--- config.mk ---
export PLATFORM = sky130hd
export DESIGN_NAME = rgb_fade_ctrl
export DESIGN_NICKNAME = d
export VERILOG_FILES = /design/src/rtl/rgb_ctrl_pkg.sv /design/src/rtl/rgb_frame_rx.sv /design/src/rtl/rgb_fade_ctrl.sv
export SDC_FILE = /design/constraint.sdc
export NUM_CORES = 1
export LEC_CHECK = 0
export BUFFER_PORTS_ARGS = -buffer_cell sky130_fd_sc_hd__buf_2
export CORE_UTILIZATION = 56
export CTS_CLUSTER_DIAMETER = 30
export DETAILED_ROUTE_END_ITERATION = 10
export PLACE_DENSITY = 0.76
export RECOVER_POWER = 50
export SYNTH_ARGS = -nofsm -noshare
export SYNTH_HDL_FRONTEND = slang
export SYNTH_SLANG_ARGS = --single-unit
--- constraint.sdc ---
create_clock -name clk -period 3.29 [get_ports clk]
set_clock_uncertainty 0.05 [all_clocks]
set_input_delay 0.1645 -clock clk [delete_from_list [all_inputs] [get_ports clk]]
set_output_delay 0.1645 -clock clk [all_outputs]
set_load 0.02 [all_outputs]
--- src/rtl/rgb_ctrl_pkg.sv ---
// Shared constants, frame payload layout and channel step helper for the RGB fade controller.
package rgb_ctrl_pkg;

   localparam int unsigned FRAME_W = 16;
   localparam int unsigned CHAN_W  = 8;
   localparam int unsigned N_CHAN  = 3;

   localparam logic [7:0] ADDR_R    = 8'd1;
   localparam logic [7:0] ADDR_G    = 8'd2;
   localparam logic [7:0] ADDR_B    = 8'd3;
   localparam logic [7:0] ADDR_STEP = 8'd4;
   localparam logic [7:0] ADDR_SNAP = 8'd5;
   localparam logic [7:0] ADDR_MODE = 8'd6;

   typedef struct packed {
      logic [7:0]        addr;
      logic [CHAN_W-1:0] val;
   } frame_t;

   // Move one LSB toward the target, holding once reached.
   function automatic logic [CHAN_W-1:0] step_toward(input logic [CHAN_W-1:0] cur,
                                                     input logic [CHAN_W-1:0] tgt);
      logic [CHAN_W-1:0] nxt;
      nxt = cur;
      if (cur < tgt)
         nxt = cur + CHAN_W'(1);
      else if (cur > tgt)
         nxt = cur - CHAN_W'(1);
      return nxt;
   endfunction

endpackage

--- src/rtl/rgb_frame_rx.sv ---
// Serial frame receiver: LSB-first shift while enable is high, commit on the
// registered falling edge of enable, flag frames that are not exactly FRAME_W bits.
module rgb_frame_rx
   import rgb_ctrl_pkg::*;
(
   input  logic   clk,
   input  logic   rst,
   input  logic   enable,
   input  logic   data,
   output logic   frame_valid_c,
   output frame_t frame,
   output logic   frame_err
);

   localparam int unsigned IDX_W = 5;
   localparam logic [IDX_W-1:0] IDX_FULL = IDX_W'(FRAME_W);
   localparam logic [IDX_W-1:0] IDX_SAT  = IDX_W'(FRAME_W + 1);

   logic [IDX_W-1:0]   idx;
   logic [FRAME_W-1:0] shift;
   logic               en_d;
   logic               commit_c;

   assign commit_c      = en_d & ~enable;
   assign frame_valid_c = commit_c & (idx == IDX_FULL);
   assign frame         = frame_t'(shift);

   // Bit index saturates one past a full frame so overlong frames stay detectable.
   always_ff @(posedge clk or posedge rst) begin
      if (rst) begin
         idx       <= '0;
         shift     <= '0;
         en_d      <= 1'b0;
         frame_err <= 1'b0;
      end else begin
         en_d      <= enable;
         frame_err <= commit_c & (idx != IDX_FULL);
         if (enable) begin
            if (idx < IDX_FULL)
               shift[idx[3:0]] <= data;
            if (idx != IDX_SAT)
               idx <= idx + IDX_W'(1);
         end else if (commit_c) begin
            idx <= '0;
         end
      end
   end

endmodule

--- src/rtl/rgb_fade_ctrl.sv ---
// RGB fade controller: decodes serial command frames into per-channel targets
// and ramps each PWM duty value toward its target one LSB per fade tick.
module rgb_fade_ctrl
   import rgb_ctrl_pkg::*;
#(
   parameter int unsigned TICK_SHIFT = 8,
   parameter logic [7:0]  RESET_VAL  = 8'd255
) (
   input  logic              clk,
   input  logic              rst,
   input  logic              enable,
   input  logic              data,
   output logic [CHAN_W-1:0] pwm_val_r,
   output logic [CHAN_W-1:0] pwm_val_g,
   output logic [CHAN_W-1:0] pwm_val_b,
   output logic              pwm_en,
   output logic              busy,
   output logic              frame_err
);

   localparam int unsigned CNT_W = 8 + TICK_SHIFT + 1;

   logic                          frame_valid_c;
   frame_t                        frame;
   logic [1:0]                    ch_c;

   logic [N_CHAN-1:0][CHAN_W-1:0] val_q, val_d;
   logic [N_CHAN-1:0][CHAN_W-1:0] tgt_q, tgt_d;
   logic [7:0]                    step_div_q, step_div_d;
   logic                          fade_on_q, fade_on_d;
   logic [CNT_W-1:0]              cnt_q, cnt_d;
   logic [CNT_W-1:0]              cnt_lim_c;
   logic                          tick_c;

   rgb_frame_rx u_rx (
      .clk           (clk),
      .rst           (rst),
      .enable        (enable),
      .data          (data),
      .frame_valid_c (frame_valid_c),
      .frame         (frame),
      .frame_err     (frame_err)
   );

   assign cnt_lim_c = CNT_W'((CNT_W'(step_div_q) + CNT_W'(1)) << TICK_SHIFT) - CNT_W'(1);
   assign tick_c    = (cnt_q == cnt_lim_c);
   assign ch_c      = 2'(frame.addr[1:0] - 2'd1);

   // Tick step first; a committed frame then overrides the channels it writes.
   always_comb begin
      val_d      = val_q;
      tgt_d      = tgt_q;
      step_div_d = step_div_q;
      fade_on_d  = fade_on_q;
      cnt_d      = tick_c ? '0 : cnt_q + CNT_W'(1);

      if (tick_c && fade_on_q) begin
         for (int i = 0; i < int'(N_CHAN); i++)
            val_d[i] = step_toward(val_q[i], tgt_q[i]);
      end

      if (frame_valid_c) begin
         case (frame.addr)
            ADDR_R, ADDR_G, ADDR_B: begin
               tgt_d[ch_c] = frame.val;
               if (!fade_on_q)
                  val_d[ch_c] = frame.val;
            end
            ADDR_STEP: begin
               step_div_d = frame.val;
               cnt_d      = '0;
            end
            ADDR_SNAP: begin
               val_d = tgt_q;
            end
            ADDR_MODE: begin
               fade_on_d = frame.val[0];
               if (!frame.val[0])
                  val_d = tgt_q;
            end
            default: begin
            end
         endcase
      end
   end

   always_ff @(posedge clk or posedge rst) begin
      if (rst) begin
         val_q      <= {N_CHAN{RESET_VAL}};
         tgt_q      <= {N_CHAN{RESET_VAL}};
         step_div_q <= '0;
         fade_on_q  <= 1'b0;
         cnt_q      <= '0;
         pwm_en     <= 1'b0;
      end else begin
         val_q      <= val_d;
         tgt_q      <= tgt_d;
         step_div_q <= step_div_d;
         fade_on_q  <= fade_on_d;
         cnt_q      <= cnt_d;
         pwm_en     <= ~enable;
      end
   end

   assign pwm_val_r = val_q[0];
   assign pwm_val_g = val_q[1];
   assign pwm_val_b = val_q[2];
   assign busy      = |(val_q ^ tgt_q);

endmodule

==> metrics.csv <==
metric;value;unit
status;finished with violations;
failing checks;max-capacitance violations, max-slew violations;
worst IR drop on VDD;0.000441;V
Reg2Reg Depth;11;
netlist area before placement;6560;um2
Post-Syn Instances;728;
Rows;39;
CTS H-Tree Depth;3;
required time of the worst setup path;3.52;ns
Die Outline Area;12200;um2
Clk Tree Root Cell;sky130_fd_sc_hd__clkbuf_16;
fraction of registers with async set/reset;100;%
buffering stage count on the worst path with inverters included;1;
power after layout;3.35;mW
crit-path leading delay family;compound AO/OA/AOI/OAI gates;
post-synth top area share;19.2;%
worst hold path depth;2;
CP arrival;3.30;ns
FMAX;325;MHz
global-route wire length before repair;26200;um
total count of max-transition violations in the final report;74;
antenna violations before repair;0;
syn avg cell area;9.02;um2
warnings from Yosys;0;
DR vias/cell;6.23;
number of optimization iterations in the first detailed-route pass;5;
leading area contributor after synthesis;sky130_fd_sc_hd__dfstp_2;
initial drt markers;493;
biggest cell delay along the critical path;0.48;ns
number of synthesized register bits;98;
number of violations of the max-capacitance limit;1;
cell with the largest stage delay on the worst path;sky130_fd_sc_hd__dfrtp_1;
cell types occupying the most area after synthesis;sky130_fd_sc_hd__dfstp_2 (19%), sky130_fd_sc_hd__dfrtp_1 (19%), sky130_fd_sc_hd__ha_1 (7.1%), sky130_fd_sc_hd__mux2_2 (5.0%), sky130_fd_sc_hd__nor2_1 (4.7%);
Worst setup SP type;flop;
distinct cell type count after synthesis;64;
DR DRC count;0;
antenna violation net count after detailed routing;0;
core region area;11400;um2
maximum clock path buffer count;2;
sum of routed wire length over all layers;16000;um
clock-pin slew reported for the worst setup and hold paths after clock tree synthesis;0.07;ns
syn nets;769;
latest clock arrival within the worst-skew pair;0.35;ns
clock sinks;98;
Antenna Cells;0;
detailed placement HPWL;11300;um
Final Hold Viols;0;
proportion of synthesized chip area in sequential cells;38.3;%
number of port buffers;30;
logic depth of the worst path, buffers included;11;
initial core utilization;57.5;%
number of enable-type register cells in the synthesized netlist;0;
critical-path cell list;ha_1, buf_4, nand3_1, nor4_1, o21ai_2, xor2_2, mux2i_4, nand3_1, o41ai_1, a211oi_1, o22ai_1;
I/O pin count;31;
primary flip-flop cell chosen by synthesis mapping;sky130_fd_sc_hd__dfrtp_1;
worst min-delay path category;in -> reg;
Min Clock Period, post-route;3.07;ns
GRT Total Usage;28.0;%
final worst-path cycle share;93.4;%
total number of vias;5615;
areal power density over the cells;466;nW/um2
slew at the pin closest to its max-slew limit;1.62;ns
endpoint type of the worst setup path;flop;
number of global-route vias before repair;5436;
RSZ-0062 raised after global routing;false;
fraction of layout instances using a drive strength above 1;20.4;%
static leakage;3.12;nW
number of buffers added by the clock tree synthesis step;9;
most frequent cell on the critical path;sky130_fd_sc_hd__nand3_1;
wire length per cell after detailed routing;17.7;um
routability cong.;0.917;
layout overhead on the synthesized area;9.70;%
width of the die;110;um
category of the critical setup timing path;reg -> reg;
net count reported at finish;794;
Final setup viols;0;
CTS tree;yes;
core occupancy in the finished layout;63.1;%
Relative slew margins;-8.14;%
CP Max Fanout;9;
height of the die;110;um
sum of overflow across all layers after global routing;0;
maximum number of pins on one net before global-route repair;74;
path summary, 6_finish.rpt:
check,startpoint,endpoint,slack (ns)
min,data,u_rx.frame[15],0.22
max in group asynchronous,rst,step_div_q[6],0.55
min in group asynchronous,rst,cnt_q[9],0.54
max reg2reg,step_div_q[0],pwm_val_r[1],0.22
min reg2reg,u_rx.en_d,u_rx.idx[3],0.41
max,step_div_q[0],pwm_val_r[1],0.22
state kept, by name, indices dropped and copies added, names as in the netlist:
| signal | count |
|---|---|
| pwm_val_b | 8 |
| pwm_val_r | 8 |
| tgt_q | 24 |
| pwm_en | 1 |
| u_rx.frame | 16 |
| step_div_q | 8 |
| u_rx.idx | 5 |
| pwm_val_g | 8 |
| fade_on_q | 1 |
| u_rx.frame_err | 1 |
| u_rx.en_d | 1 |
| cnt_q | 17 |
layout by cell type (no fill, tap or decap), types with 5 or more instances in the layout:
cell type | synthesis | layout
sky130_fd_sc_hd__nor3_1 | 7 | 7
sky130_fd_sc_hd__xor2_1 | 19 | 18
sky130_fd_sc_hd__dfrtp_1 | 50 | 50
sky130_fd_sc_hd__a21oi_1 | 28 | 28
sky130_fd_sc_hd__a22oi_1 | 22 | 22
sky130_fd_sc_hd__o21a_1 | 8 | 8
sky130_fd_sc_hd__nand3_1 | 31 | 31
sky130_fd_sc_hd__inv_1 | 35 | 34
sky130_fd_sc_hd__a211oi_1 | 17 | 17
sky130_fd_sc_hd__a21o_1 | 6 | 6
sky130_fd_sc_hd__nand2b_1 | 8 | 8
sky130_fd_sc_hd__clkbuf_16 | 0 | 9
sky130_fd_sc_hd__buf_4 | 0 | 16
sky130_fd_sc_hd__nand4_1 | 17 | 17
sky130_fd_sc_hd__ha_1 | 37 | 37
sky130_fd_sc_hd__and3_1 | 12 | 12
sky130_fd_sc_hd__o22ai_1 | 21 | 21
sky130_fd_sc_hd__mux2_2 | 29 | 29
sky130_fd_sc_hd__nand2_1 | 58 | 58
sky130_fd_sc_hd__buf_2 | 6 | 21
sky130_fd_sc_hd__xnor2_1 | 31 | 31
sky130_fd_sc_hd__nor4_1 | 6 | 6
sky130_fd_sc_hd__nor2_1 | 82 | 82
sky130_fd_sc_hd__or3_1 | 6 | 6
sky130_fd_sc_hd__and2_1 | 7 | 7
sky130_fd_sc_hd__nor2b_1 | 7 | 7
sky130_fd_sc_hd__o21ai_0 | 33 | 33
sky130_fd_sc_hd__or2_2 | 5 | 5
sky130_fd_sc_hd__clkbuf_1 | 28 | 12
sky130_fd_sc_hd__and4_1 | 7 | 7
sky130_fd_sc_hd__dfstp_2 | 48 | 48
sky130_fd_sc_hd__a21oi_2 | 5 | 5
metrics by stage:
step	setup WS (ns)	instance area (um2)	TNS, ns	instances	hold slack (ns)
detailed placement	-0.0338	6880	-0.0387	881	0.142
global placement	0.144	6880	0	881	0.130
global route	0.00534	7200	0	901	0.228
floorplan	0.368	6560	0	728	0.146
CTS	0.112	7220	0	901	0.211
finish	0.217	7200	0	901	0.218
where the power goes:
| part | switching, mW | total, mW | internal, mW |
|---|---|---|---|
| clock network | 0.462 | 1.02 | 0.558 |
| logic | 0.460 | 0.758 | 0.298 |
| registers | 0.264 | 1.58 | 1.31 |
routing by layer:
metal | vias to the layer above | track usage, % | wire length, um
li1 | 2653 | - | -
met1 | 2755 | 36.8 | 6890
met2 | 163 | 45.5 | 7740
met3 | 44 | 3.76 | 876
met4 | 0 | 13.2 | 444
met5 | - | 0 | 0
timing repair:
| item | 4_1_cts | 5_1_grt |
|---|---|---|
| pin swaps | 1 | 0 |
| hold buffers | 2 | 0 |
| hold endpoints to repair | 26 | 0 |
| endpoints found under the setup margin | 2 | 23 |
| gates resized for setup | 0 | 2 |
| setup buffers | 2 | 0 |
cell usage after synthesis, types with 3 or more instances:
master,n
sky130_fd_sc_hd__a22oi_1,22
sky130_fd_sc_hd__nor2_2,3
sky130_fd_sc_hd__xnor2_1,31
sky130_fd_sc_hd__nor2_1,82
sky130_fd_sc_hd__o21bai_1,3
sky130_fd_sc_hd__nand2_1,58
sky130_fd_sc_hd__or2_2,5
sky130_fd_sc_hd__nor4_1,6
sky130_fd_sc_hd__and3_1,12
sky130_fd_sc_hd__o22ai_1,21
sky130_fd_sc_hd__dfrtp_1,50
sky130_fd_sc_hd__nor2b_1,7
sky130_fd_sc_hd__o21ai_0,33
sky130_fd_sc_hd__nand3_1,31
sky130_fd_sc_hd__a21oi_1,28
sky130_fd_sc_hd__inv_1,35
sky130_fd_sc_hd__buf_2,6
sky130_fd_sc_hd__a21boi_0,3
sky130_fd_sc_hd__dfstp_2,48
sky130_fd_sc_hd__nand3b_1,3
sky130_fd_sc_hd__ha_1,37
sky130_fd_sc_hd__or4_1,3
sky130_fd_sc_hd__a21oi_2,5
sky130_fd_sc_hd__nor3_1,7
sky130_fd_sc_hd__a211oi_1,17
sky130_fd_sc_hd__clkbuf_1,28
sky130_fd_sc_hd__or3_1,6
sky130_fd_sc_hd__nand2b_1,8
sky130_fd_sc_hd__and4_1,7
sky130_fd_sc_hd__mux2_2,29
sky130_fd_sc_hd__a21o_1,6
sky130_fd_sc_hd__nor3b_1,3
sky130_fd_sc_hd__xor2_1,19
sky130_fd_sc_hd__nand4_1,17
sky130_fd_sc_hd__o21a_1,8
sky130_fd_sc_hd__and2_1,7
final cells by class:
class	instances	area (um2)
clock buffers	13	260
well taps	143	179
clock inverters	3	22.5
inverters	35	133
fillers	959	4220
flip-flops and latches	98	2510
repair buffers	51	323
multi-input cells	558	3770
cell families after synthesis:
| kind of cell | Yosys count | share of synthesized area (%) |
|---|---|---|
| buffers and inverters | 72 | 4.46 |
| and+or+nand+nor | 272 | 20.8 |
| muxes | 31 | 5.47 |
| xor gates and xnor gates | 51 | 7.01 |
| DFF | 98 | 38.3 |
| AOI/OAI and AO/OA | 167 | 16.9 |
| adders and majority gates | 37 | 7.05 |
No activity file was read; power rests on OpenSTA's default activity.
